File: src/rtl/cam_link_rx_unpack_if.sv
// Camera Link style video bus: sampled frame/line/pixel inputs
// plus the packed 64-bit word stream and status outputs.
//
// Signals:
//   IN_FRAME        frame valid
//   IN_LINE         line valid (pixel present with IN_FRAME)
//   IN_VIDEO_DATA   16-bit pixel
//   OUT_DATA        packed word, first pixel in [63:48]
//   OUT_DATA_VALID  one-cycle strobe per word
//   OUT_SOF         first word of a frame
//   OUT_EOL         last word of a line
//   OUT_LINE_ERR    line length mismatch pulse
//   OUT_FRAME_ERR   line count mismatch pulse
//   OUT_LINE_COUNT  lines completed in the current frame
//
// master drives the video stream, slave is the unpacker.
interface cam_link_rx_unpack_if;
    logic        IN_FRAME;
    logic        IN_LINE;
    logic [15:0] IN_VIDEO_DATA;
    logic [63:0] OUT_DATA;
    logic        OUT_DATA_VALID;
    logic        OUT_SOF;
    logic        OUT_EOL;
    logic        OUT_LINE_ERR;
    logic        OUT_FRAME_ERR;
    logic [15:0] OUT_LINE_COUNT;

    modport master (
        output IN_FRAME,
        output IN_LINE,
        output IN_VIDEO_DATA,
        input  OUT_DATA,
        input  OUT_DATA_VALID,
        input  OUT_SOF,
        input  OUT_EOL,
        input  OUT_LINE_ERR,
        input  OUT_FRAME_ERR,
        input  OUT_LINE_COUNT
    );

    modport slave (
        input  IN_FRAME,
        input  IN_LINE,
        input  IN_VIDEO_DATA,
        output OUT_DATA,
        output OUT_DATA_VALID,
        output OUT_SOF,
        output OUT_EOL,
        output OUT_LINE_ERR,
        output OUT_FRAME_ERR,
        output OUT_LINE_COUNT
    );
endinterface

File: src/rtl/cam_link_rx_unpack.sv
// Camera Link receive unpacker: packs four 16-bit pixels into
// one 64-bit A_B_C_D word with SOF/EOL and window checking.
//
// Ports:
//   CLK_OUT  pixel clock, rising edge
//   nRESET   synchronous active-low reset
//   bus      cam_link_rx_unpack_if.slave (video in, words out)
//
// Parameters:
//   video_win_size_x  expected pixels per line (>=1)
//   video_win_size_y  expected lines per frame (>=1)
module cam_link_rx_unpack #(
    parameter int video_win_size_x = 640,
    parameter int video_win_size_y = 512
) (
    input  logic                 CLK_OUT,
    input  logic                 nRESET,
    cam_link_rx_unpack_if.slave  bus
);

    localparam logic [16:0] WIN_X = 17'(video_win_size_x);
    localparam logic [15:0] WIN_Y = 16'(video_win_size_y);

    typedef enum logic [2:0] {
        SYNC,
        IDLE,
        FRAME,
        LINE,
        EOL,
        FEND
    } state_t;

    state_t      state;

    // input sample stage
    logic        r_vld;
    logic        r_frame;
    logic        r_line;
    logic [15:0] r_data;

    // packing
    logic [63:0] pack;
    logic [1:0]  slot;
    logic        full;
    logic        sof_arm;
    logic        frm_end;

    // counters
    logic [16:0] pix_cnt;
    logic [15:0] line_cnt;

    // registered outputs
    logic [63:0] o_data;
    logic        o_valid;
    logic        o_sof;
    logic        o_eol;
    logic        o_lerr;
    logic        o_ferr;

    assign bus.OUT_DATA       = o_data;
    assign bus.OUT_DATA_VALID = o_valid;
    assign bus.OUT_SOF        = o_sof;
    assign bus.OUT_EOL        = o_eol;
    assign bus.OUT_LINE_ERR   = o_lerr;
    assign bus.OUT_FRAME_ERR  = o_ferr;
    assign bus.OUT_LINE_COUNT = line_cnt;

    // Writing slot 0 clears B..D, so a partial word
    // always carries zeros in its unfilled slots.
    function automatic logic [63:0] put(
        input logic [63:0] p,
        input logic [1:0]  s,
        input logic [15:0] d
    );
        logic [63:0] r;
        case (s)
            2'd0:    r = {d, 48'h0};
            2'd1:    r = {p[63:48], d, p[31:0]};
            2'd2:    r = {p[63:32], d, p[15:0]};
            default: r = {p[63:16], d};
        endcase
        return r;
    endfunction

    function automatic logic [16:0] inc17(
        input logic [16:0] v
    );
        return (v == 17'h1FFFF) ? v : v + 17'd1;
    endfunction

    function automatic logic [15:0] inc16(
        input logic [15:0] v
    );
        return (v == 16'hFFFF) ? v : v + 16'd1;
    endfunction

    always_ff @(posedge CLK_OUT) begin
        if (!nRESET) begin
            state    <= SYNC;
            r_vld    <= 1'b0;
            r_frame  <= 1'b0;
            r_line   <= 1'b0;
            r_data   <= 16'h0;
            pack     <= 64'h0;
            slot     <= 2'd0;
            full     <= 1'b0;
            sof_arm  <= 1'b0;
            frm_end  <= 1'b0;
            pix_cnt  <= 17'h0;
            line_cnt <= 16'h0;
            o_data   <= 64'h0;
            o_valid  <= 1'b0;
            o_sof    <= 1'b0;
            o_eol    <= 1'b0;
            o_lerr   <= 1'b0;
            o_ferr   <= 1'b0;
        end else begin
            // r_vld keeps SYNC from trusting the
            // cleared sample left by reset.
            r_vld   <= 1'b1;
            r_frame <= bus.IN_FRAME;
            r_line  <= bus.IN_LINE;
            r_data  <= bus.IN_VIDEO_DATA;

            o_valid <= 1'b0;
            o_sof   <= 1'b0;
            o_eol   <= 1'b0;
            o_lerr  <= 1'b0;
            o_ferr  <= 1'b0;

            case (state)
                SYNC: begin
                    if (r_vld && !r_frame)
                        state <= IDLE;
                end

                IDLE: begin
                    if (r_frame) begin
                        line_cnt <= 16'h0;
                        sof_arm  <= 1'b1;
                        if (r_line) begin
                            pack    <= {r_data, 48'h0};
                            slot    <= 2'd1;
                            full    <= 1'b0;
                            pix_cnt <= 17'd1;
                            state   <= LINE;
                        end else begin
                            state <= FRAME;
                        end
                    end
                end

                FRAME: begin
                    if (!r_frame) begin
                        o_ferr <= (line_cnt != WIN_Y);
                        state  <= IDLE;
                    end else if (r_line) begin
                        pack    <= {r_data, 48'h0};
                        slot    <= 2'd1;
                        full    <= 1'b0;
                        pix_cnt <= 17'd1;
                        state   <= LINE;
                    end
                end

                LINE: begin
                    if (r_frame && r_line) begin
                        // A full word is held until the next
                        // pixel proves it is not the line's last.
                        if (full) begin
                            o_data  <= pack;
                            o_valid <= 1'b1;
                            o_sof   <= sof_arm;
                            sof_arm <= 1'b0;
                        end
                        pack    <= put(pack, slot, r_data);
                        slot    <= slot + 2'd1;
                        full    <= (slot == 2'd3);
                        pix_cnt <= inc17(pix_cnt);
                    end else begin
                        frm_end <= !r_frame;
                        state   <= EOL;
                    end
                end

                EOL: begin
                    o_data   <= pack;
                    o_valid  <= 1'b1;
                    o_eol    <= 1'b1;
                    o_sof    <= sof_arm;
                    sof_arm  <= 1'b0;
                    o_lerr   <= (pix_cnt != WIN_X);
                    line_cnt <= inc16(line_cnt);
                    full     <= 1'b0;
                    state    <= frm_end ? FEND : FRAME;
                end

                FEND: begin
                    o_ferr <= (line_cnt != WIN_Y);
                    state  <= IDLE;
                end

                default: begin
                    state <= SYNC;
                end
            endcase
        end
    end

endmodule
File: src/flat_wrapper.sv
// flat-port wrapper written by rule: the top's interface ports become plain ports
module cam_link_rx_unpack_flat 
#(
    parameter int video_win_size_x = 640,
    parameter int video_win_size_y = 512
)
  (CLK_OUT, nRESET, bus_IN_FRAME, bus_IN_LINE, bus_IN_VIDEO_DATA, bus_OUT_DATA, bus_OUT_DATA_VALID, bus_OUT_SOF, bus_OUT_EOL, bus_OUT_LINE_ERR, bus_OUT_FRAME_ERR, bus_OUT_LINE_COUNT);
  cam_link_rx_unpack_if bus_i ();
  input  logic CLK_OUT;
  input  logic nRESET;
  input wire logic [$bits(bus_i.IN_FRAME)-1:0] bus_IN_FRAME;
  input wire logic [$bits(bus_i.IN_LINE)-1:0] bus_IN_LINE;
  input wire logic [$bits(bus_i.IN_VIDEO_DATA)-1:0] bus_IN_VIDEO_DATA;
  output wire logic [$bits(bus_i.OUT_DATA)-1:0] bus_OUT_DATA;
  output wire logic [$bits(bus_i.OUT_DATA_VALID)-1:0] bus_OUT_DATA_VALID;
  output wire logic [$bits(bus_i.OUT_SOF)-1:0] bus_OUT_SOF;
  output wire logic [$bits(bus_i.OUT_EOL)-1:0] bus_OUT_EOL;
  output wire logic [$bits(bus_i.OUT_LINE_ERR)-1:0] bus_OUT_LINE_ERR;
  output wire logic [$bits(bus_i.OUT_FRAME_ERR)-1:0] bus_OUT_FRAME_ERR;
  output wire logic [$bits(bus_i.OUT_LINE_COUNT)-1:0] bus_OUT_LINE_COUNT;
  assign bus_i.IN_FRAME = bus_IN_FRAME;
  assign bus_i.IN_LINE = bus_IN_LINE;
  assign bus_i.IN_VIDEO_DATA = bus_IN_VIDEO_DATA;
  assign bus_OUT_DATA = bus_i.OUT_DATA;
  assign bus_OUT_DATA_VALID = bus_i.OUT_DATA_VALID;
  assign bus_OUT_SOF = bus_i.OUT_SOF;
  assign bus_OUT_EOL = bus_i.OUT_EOL;
  assign bus_OUT_LINE_ERR = bus_i.OUT_LINE_ERR;
  assign bus_OUT_FRAME_ERR = bus_i.OUT_FRAME_ERR;
  assign bus_OUT_LINE_COUNT = bus_i.OUT_LINE_COUNT;
  cam_link_rx_unpack #(.video_win_size_x(video_win_size_x), .video_win_size_y(video_win_size_y)) u_core (.CLK_OUT(CLK_OUT), .nRESET(nRESET), .bus(bus_i));
endmodule
File: config.mk
export PLATFORM = sky130hd
export DESIGN_NAME = cam_link_rx_unpack_flat
export DESIGN_NICKNAME = d
export VERILOG_FILES = /design/src/rtl/cam_link_rx_unpack_if.sv /design/src/rtl/cam_link_rx_unpack.sv /design/src/flat_wrapper.sv
export SDC_FILE = /design/constraint.sdc
export NUM_CORES = 1
export LEC_CHECK = 0
export ABC_AREA = 1
export BUFFER_PORTS_ARGS = -buffer_cell sky130_fd_sc_hd__buf_2
export CAP_MARGIN = 20
export CORE_ASPECT_RATIO = 1.25
export CORE_MARGIN = 5
export CORE_UTILIZATION = 40
export DETAILED_ROUTE_END_ITERATION = 6
export SYNTH_ARGS = -nofsm -noshare
export SYNTH_HDL_FRONTEND = slang
export SYNTH_SLANG_ARGS = --single-unit
File: constraint.sdc
create_clock -name CLK_OUT -period 3.3 [get_ports CLK_OUT]
set_input_delay 0.66 -clock CLK_OUT [delete_from_list [all_inputs] [get_ports CLK_OUT]]
set_output_delay 0.66 -clock CLK_OUT [all_outputs]
set_load 0.05 [all_outputs]
* Word-level counts from Yosys, hierarchy flattened *
Cells that the tools add are included.

operators by class
  add/sub/neg operators = 3
  equal/unequal tests = 27
  multiplexer cells = 46
  bitwise logic cells = 1
  reduce and logical (&&, ||, !) cells = 24

operator list
  kind                     number
  $mux W64                 5
  $pmux W64 S2             2
  $pmux W64 S3             1
  $mux W17                 4
  $pmux W17 S2             1
  $mux W16                 2
  $pmux W16 S2             1
  $mux W3                  6
  $pmux W3 S6              1
  $reduce_and A6 Y1        3
  $add A17 B1 Y17 const B  1
  $eq A17 B17 Y1 const B   1
  $ne A17 B10 Y1 const B   1
  $add A16 B1 Y16 const B  1
  $eq A16 B16 Y1 const B   1
  $ne A16 B10 Y1 const B   1
  $reduce_and A4 Y1        4
  $mux W1                  14
  $ne A2 B1 Y1 const B     7
  $ne A2 B2 Y1 const B     5
  $reduce_and A7 Y1        1
  $eq A3 B2 Y1 const B     2
  $eq A3 B3 Y1 const B     2
  $mux W2                  3
  20 further kinds         31

storage, ports and cells
  bits in registers = 193
  word-level logic and storage cells = 122

* Logic depth before layout (Yosys ltp) *
  depth after elaboration = 4
  gate-level depth with buffers = 16

* Worst setup path after synthesis *
OpenSTA, ideal clock, no wires.

  path kind = register to register
  from = register u_core.line_cnt[1], in the netlist u_core.bus.OUT_LINE_COUNT[1]
  to = register u_core.line_cnt[15], in the netlist u_core.bus.OUT_LINE_COUNT[15]
  setup time = 0.070 ns
  data arrival time = 1.914 ns
  data required time = 3.230 ns
  setup slack = 1.316 ns
  cell stages (with the launch flop) = 10
  path buffers = 0
  period minus slack after synthesis = 1.984 ns
  cell sequence = dfxtp_1 ha_1 nand2_1 inv_1 nand2_1 nor2_1 nand3_4 nand2_4 nand2_2 a21oi_1

on the way
  longest elaborated chain between the ends = 3
  elaborated cells on any way between the ends = 6

RTL lines
  what                                                      line                       source
  start: declaration                                        cam_link_rx_unpack.sv:50   logic [15:0] line_cnt;
  start signal: assignment                                  cam_link_rx_unpack.sv:193  line_cnt <= inc16(line_cnt);
  $add A16 B1 Y16 / $eq A16 B16 Y1 (equally long branches)  cam_link_rx_unpack.sv:94   return (v == 16'hFFFF) ? v : v + 16'd1;
  $mux W16 / $ne A2 B2 Y1 (equally long branches)           -
  $pmux W16 S2 / $reduce_and A3 Y1 (equally long branches)  -

Parallel ways exist; a longest one is shown, timed or not. The select of a mux whose other input is x is not followed.
A chain may end at the register's enable or synchronous reset.

* Worst setup path in the final report *
  from = register u_core.pix_cnt[0]
  to = register u_core.pix_cnt[5]

on the way
  longest elaborated chain between the ends = 4
  elaborated cells on any way between the ends = 7

RTL lines
  what                      line                       source
  start: declaration        cam_link_rx_unpack.sv:49   logic [16:0] pix_cnt;
  start signal: assignment  cam_link_rx_unpack.sv:179  pix_cnt <= inc17(pix_cnt);
  $add A17 B1 Y17           cam_link_rx_unpack.sv:88   return (v == 17'h1FFFF) ? v : v + 17'd1;
  $mux W17                  cam_link_rx_unpack.sv:88
  $mux W17                  cam_link_rx_unpack.sv:167  if (r_frame && r_line) begin
  $pmux W17 S2              cam_link_rx_unpack.sv:131  case (state)

Parallel ways exist; a longest one is shown, timed or not. The select of a mux whose other input is x is not followed.

==> results_dict.tcl <==
set metrics [dict create \
    outcome "finished clean" \
    slew_headroom_pct 59.3 \
    clk-insertion-delay-late_ps 430 \
    syn_to_final_growth_pct 14.9 \
    viasPerCell 4.81 \
    critPathCaptureType "flop" \
    grt_use_total_pct 17.4 \
    cap_viol_max_count 0 \
    post-route-period-util_pct 70.9 \
    numCtsBuffers 17 \
    clk_pin_slew_ps 70 \
    initial_core_util_pct 40.4 \
    crit_type "reg2reg" \
    wl_per_cell_um 13.5 \
    rows 58 \
    cts_root_buf "clkbuf_16" \
    synth-seq-area-share_pct 47.7 \
    cp_max_fo 11 \
    antenna_cells 0 \
    min_path_cells 3 \
    avgSynthCellArea_sq_um 7.23 \
    tightest_slew_ps 610 \
    port_buffers 104 \
    hold_buffers 0 \
    synth_edf_count 0 \
    p_sw_share_pct 29.6 \
    worst_clock_skew_ps 12.1 \
    vias 7107 \
    h-tree-depth 4 \
    p_int_mw 3.84 \
    wirelength_um 19900 \
    p_per_area_mw_per_mm2 586 \
    core_area_sq_mm 0.0200 \
    first_pass_iters 5 \
    maxSlewViolCount 0 \
    setup_tns_ps 0 \
    worstRegToRegCells 15 \
    gp_congestion 0.860 \
    ys.flop_type "dfxtp_1" \
    yosys-top-cells-area "dfxtp_1 48%, nor2_1 13%, nand2_1 9.5%" \
    synth_nets 1149 \
    startpoint_type "flop" \
    grt_pass1_wl_um 32400 \
    antenna_found_initial 0 \
    synth_cell_types 37 \
    finalInstanceArea_sq_mm 0.00930 \
    hold_class "in2reg" \
    synth.top_cell.area_share_pct 47.7 \
    synth-async-reset-ratio_pct 0 \
    synth_seq_cells 193 \
    fill_cells 2141 \
    fin_ws_ps 961 \
    required_ps 3620 \
    die_h_um 169 \
    seqPwrFrac_pct 48.0 \
    p_switching_mw 1.61 \
    drtIter0Drc 423 \
    cts_buffer_depth 2 \
    grt_start_max_net_pins 67 \
    drive_gt1_share_pct 14.0 \
    crit_arrival_ps 2660 \
    hold_viol 0 \
    clock.fmax_mhz 428 \
    die_x_um 137 \
    grt_pass1_vias 6495 \
    p_leak_nw 3.94 \
    rsz0062_at_grt "no" \
    syn_area_sq_mm 0.00809 \
    cts_resized 0 \
    drtAntennaViolNets 0 \
    yosysWarnings 0 \
    hold_ws_ps 424 \
    nNetsFinal 1225 \
    clock_power_share_pct 36.7 \
    die_area_sq_mm 0.0232 \
    setup_violations 0 \
    ios 105 \
    vdd_ir_drop_max_mv 0.369 \
    synthCells 1119 \
    gr-total-overflow 0 \
    place_area_sq_mm 0.00872 \
    clock-sinks 193 \
    cts_tree "built" \
    pre_cts_ws_ps 1010 \
    fin_crit_ps 2340 \
    drc_errors 0 \
    cts_setup_buffers 0 \
    dpl.hpwl_um 13600 \
    yosysTopAreaCell "dfxtp_1" \
    power_frac_comb_pct 15.3 \
]
[metal layers]
| metal | GRT usage, % | wire [um] | part of all wire (%) | vias up |
|---|---|---|---|---|
| met2 | 28.8 | 9550 | 48 | 146 |
| met3 | 3.69 | 933 | 4.7 | 25 |
| li1 | - | - | - | 3731 |
| met4 | 5.43 | 309 | 1.6 | 0 |
| met1 | 22.7 | 9120 | 46 | 3205 |
| met5 | 0 | 0 | 0 | - |
[logic make-up (layout without fill, tap and decap cells)]
group,count (synthesis),after routing,synth area share (%)
AND/OR/NAND/NOR,622,622,32.9
flip-flops,193,193,47.7
AO/OA/AOI/OAI,153,153,10.0
buffers and inverters,141,230,7.76
adder cells (fa/ha/maj),10,10,1.55
[power groups by stage]
stage / registers [mW] / clock network [mW] / logic, mW
2_1_floorplan: 2.79 / 0 / 0.548
3_3_place_gp: 2.67 / 0 / 0.838
3_5_place_dp: 2.67 / 0 / 0.842
4_1_cts: 2.62 / 2.06 / 0.844
5_1_grt: 2.64 / 2.16 / 0.945
6_report: 2.62 / 2.00 / 0.833
[sequential cells by signal, indices dropped and copies added (netlist names), 2 cells and up]
| register | count |
|---|---|
| u_core.pack | 64 |
| u_core.pix_cnt | 17 |
| u_core.slot | 2 |
| u_core.r_data | 16 |
| u_core.bus.OUT_LINE_COUNT | 16 |
| u_core.bus.OUT_DATA | 64 |
| u_core.state | 3 |
[final timing paths]
kind | start | endpoint | slack, ps
max | u_core.pix_cnt[0] | u_core.pix_cnt[5] | 960
min | bus_IN_LINE | u_core.r_line | 420
max reg2reg | u_core.pix_cnt[0] | u_core.pix_cnt[5] | 960
min reg2reg | u_core.pack[2] | u_core.pack[2] | 460
[synth_stat cells (2+ instances only)]
master,count
nor2_1,285
nand2_1,205
dfxtp_1,193
o21ai_0,84
inv_1,79
nand3_1,69
a21oi_1,43
nand4_1,30
clkbuf_1,22
buf_2,16
o21ai_1,15
ha_1,10
buf_4,9
buf_6,6
nor3_1,6
inv_2,5
nor2_2,5
nor4_1,5
a211oi_1,4
nand2_2,4
nor2_8,3
buf_1,2
clkinv_1,2
nand3_4,2
nor2_4,2
o21bai_1,2
[layout by cell type (no fill, tap or decap), drive strengths merged]
| master | Yosys | final |
|---|---|---|
| nor4 | 5 | 5 |
| dfxtp | 193 | 193 |
| nor3b | 1 | 1 |
| nand4 | 30 | 30 |
| clkinv | 2 | 8 |
| nor3 | 7 | 7 |
| nor2 | 295 | 295 |
| clkbuf | 22 | 23 |
| bufinv | 0 | 1 |
| nand3b | 1 | 1 |
| nand3 | 72 | 72 |
| clkinvlp | 0 | 1 |
| buf | 33 | 112 |
| a211oi | 4 | 4 |
| a31oi | 1 | 1 |
| inv | 84 | 85 |
| a21oi | 44 | 44 |
| ha | 10 | 10 |
| nand2 | 210 | 210 |
| or2 | 1 | 1 |
| o21ai | 100 | 100 |
| o21a | 2 | 2 |
| o21bai | 2 | 2 |
[worst max-delay path: stages, from the launching register on]
cell,delay (ps)
dfxtp_1,370
ha_1,210
nand2_1,80
inv_1,80
nand2_1,50
inv_1,80
nand2_1,80
nor4_1,220
ha_1,220
nand4_1,90
nand3_1,360
nor2_1,140
nand2_1,100
nand2_1,50
nand2_1,50
nor2_1,40
[per-stage QoR]
stage	util, %	total power [mW]	std cells
floorplan	-	3.34	1119
global placement	43.5	3.51	1446
detailed placement	43.5	3.51	1446
CTS	46.4	5.52	1478
global route	46.4	5.74	1478
finish	46.4	5.45	1478
[cell type report]
class	count	area [sq um]	area share [%]
Sequential cell	193	3860	41.5
Inverter	86	323	3.47
Tap cell	270	338	3.63
Multi-Input combinational cell	785	3600	38.7
Clock buffer	23	478	5.14
Timing Repair Buffer	112	596	6.40
Clock inverter	9	101	1.09
No activity file was read; power rests on OpenSTA's default activity.
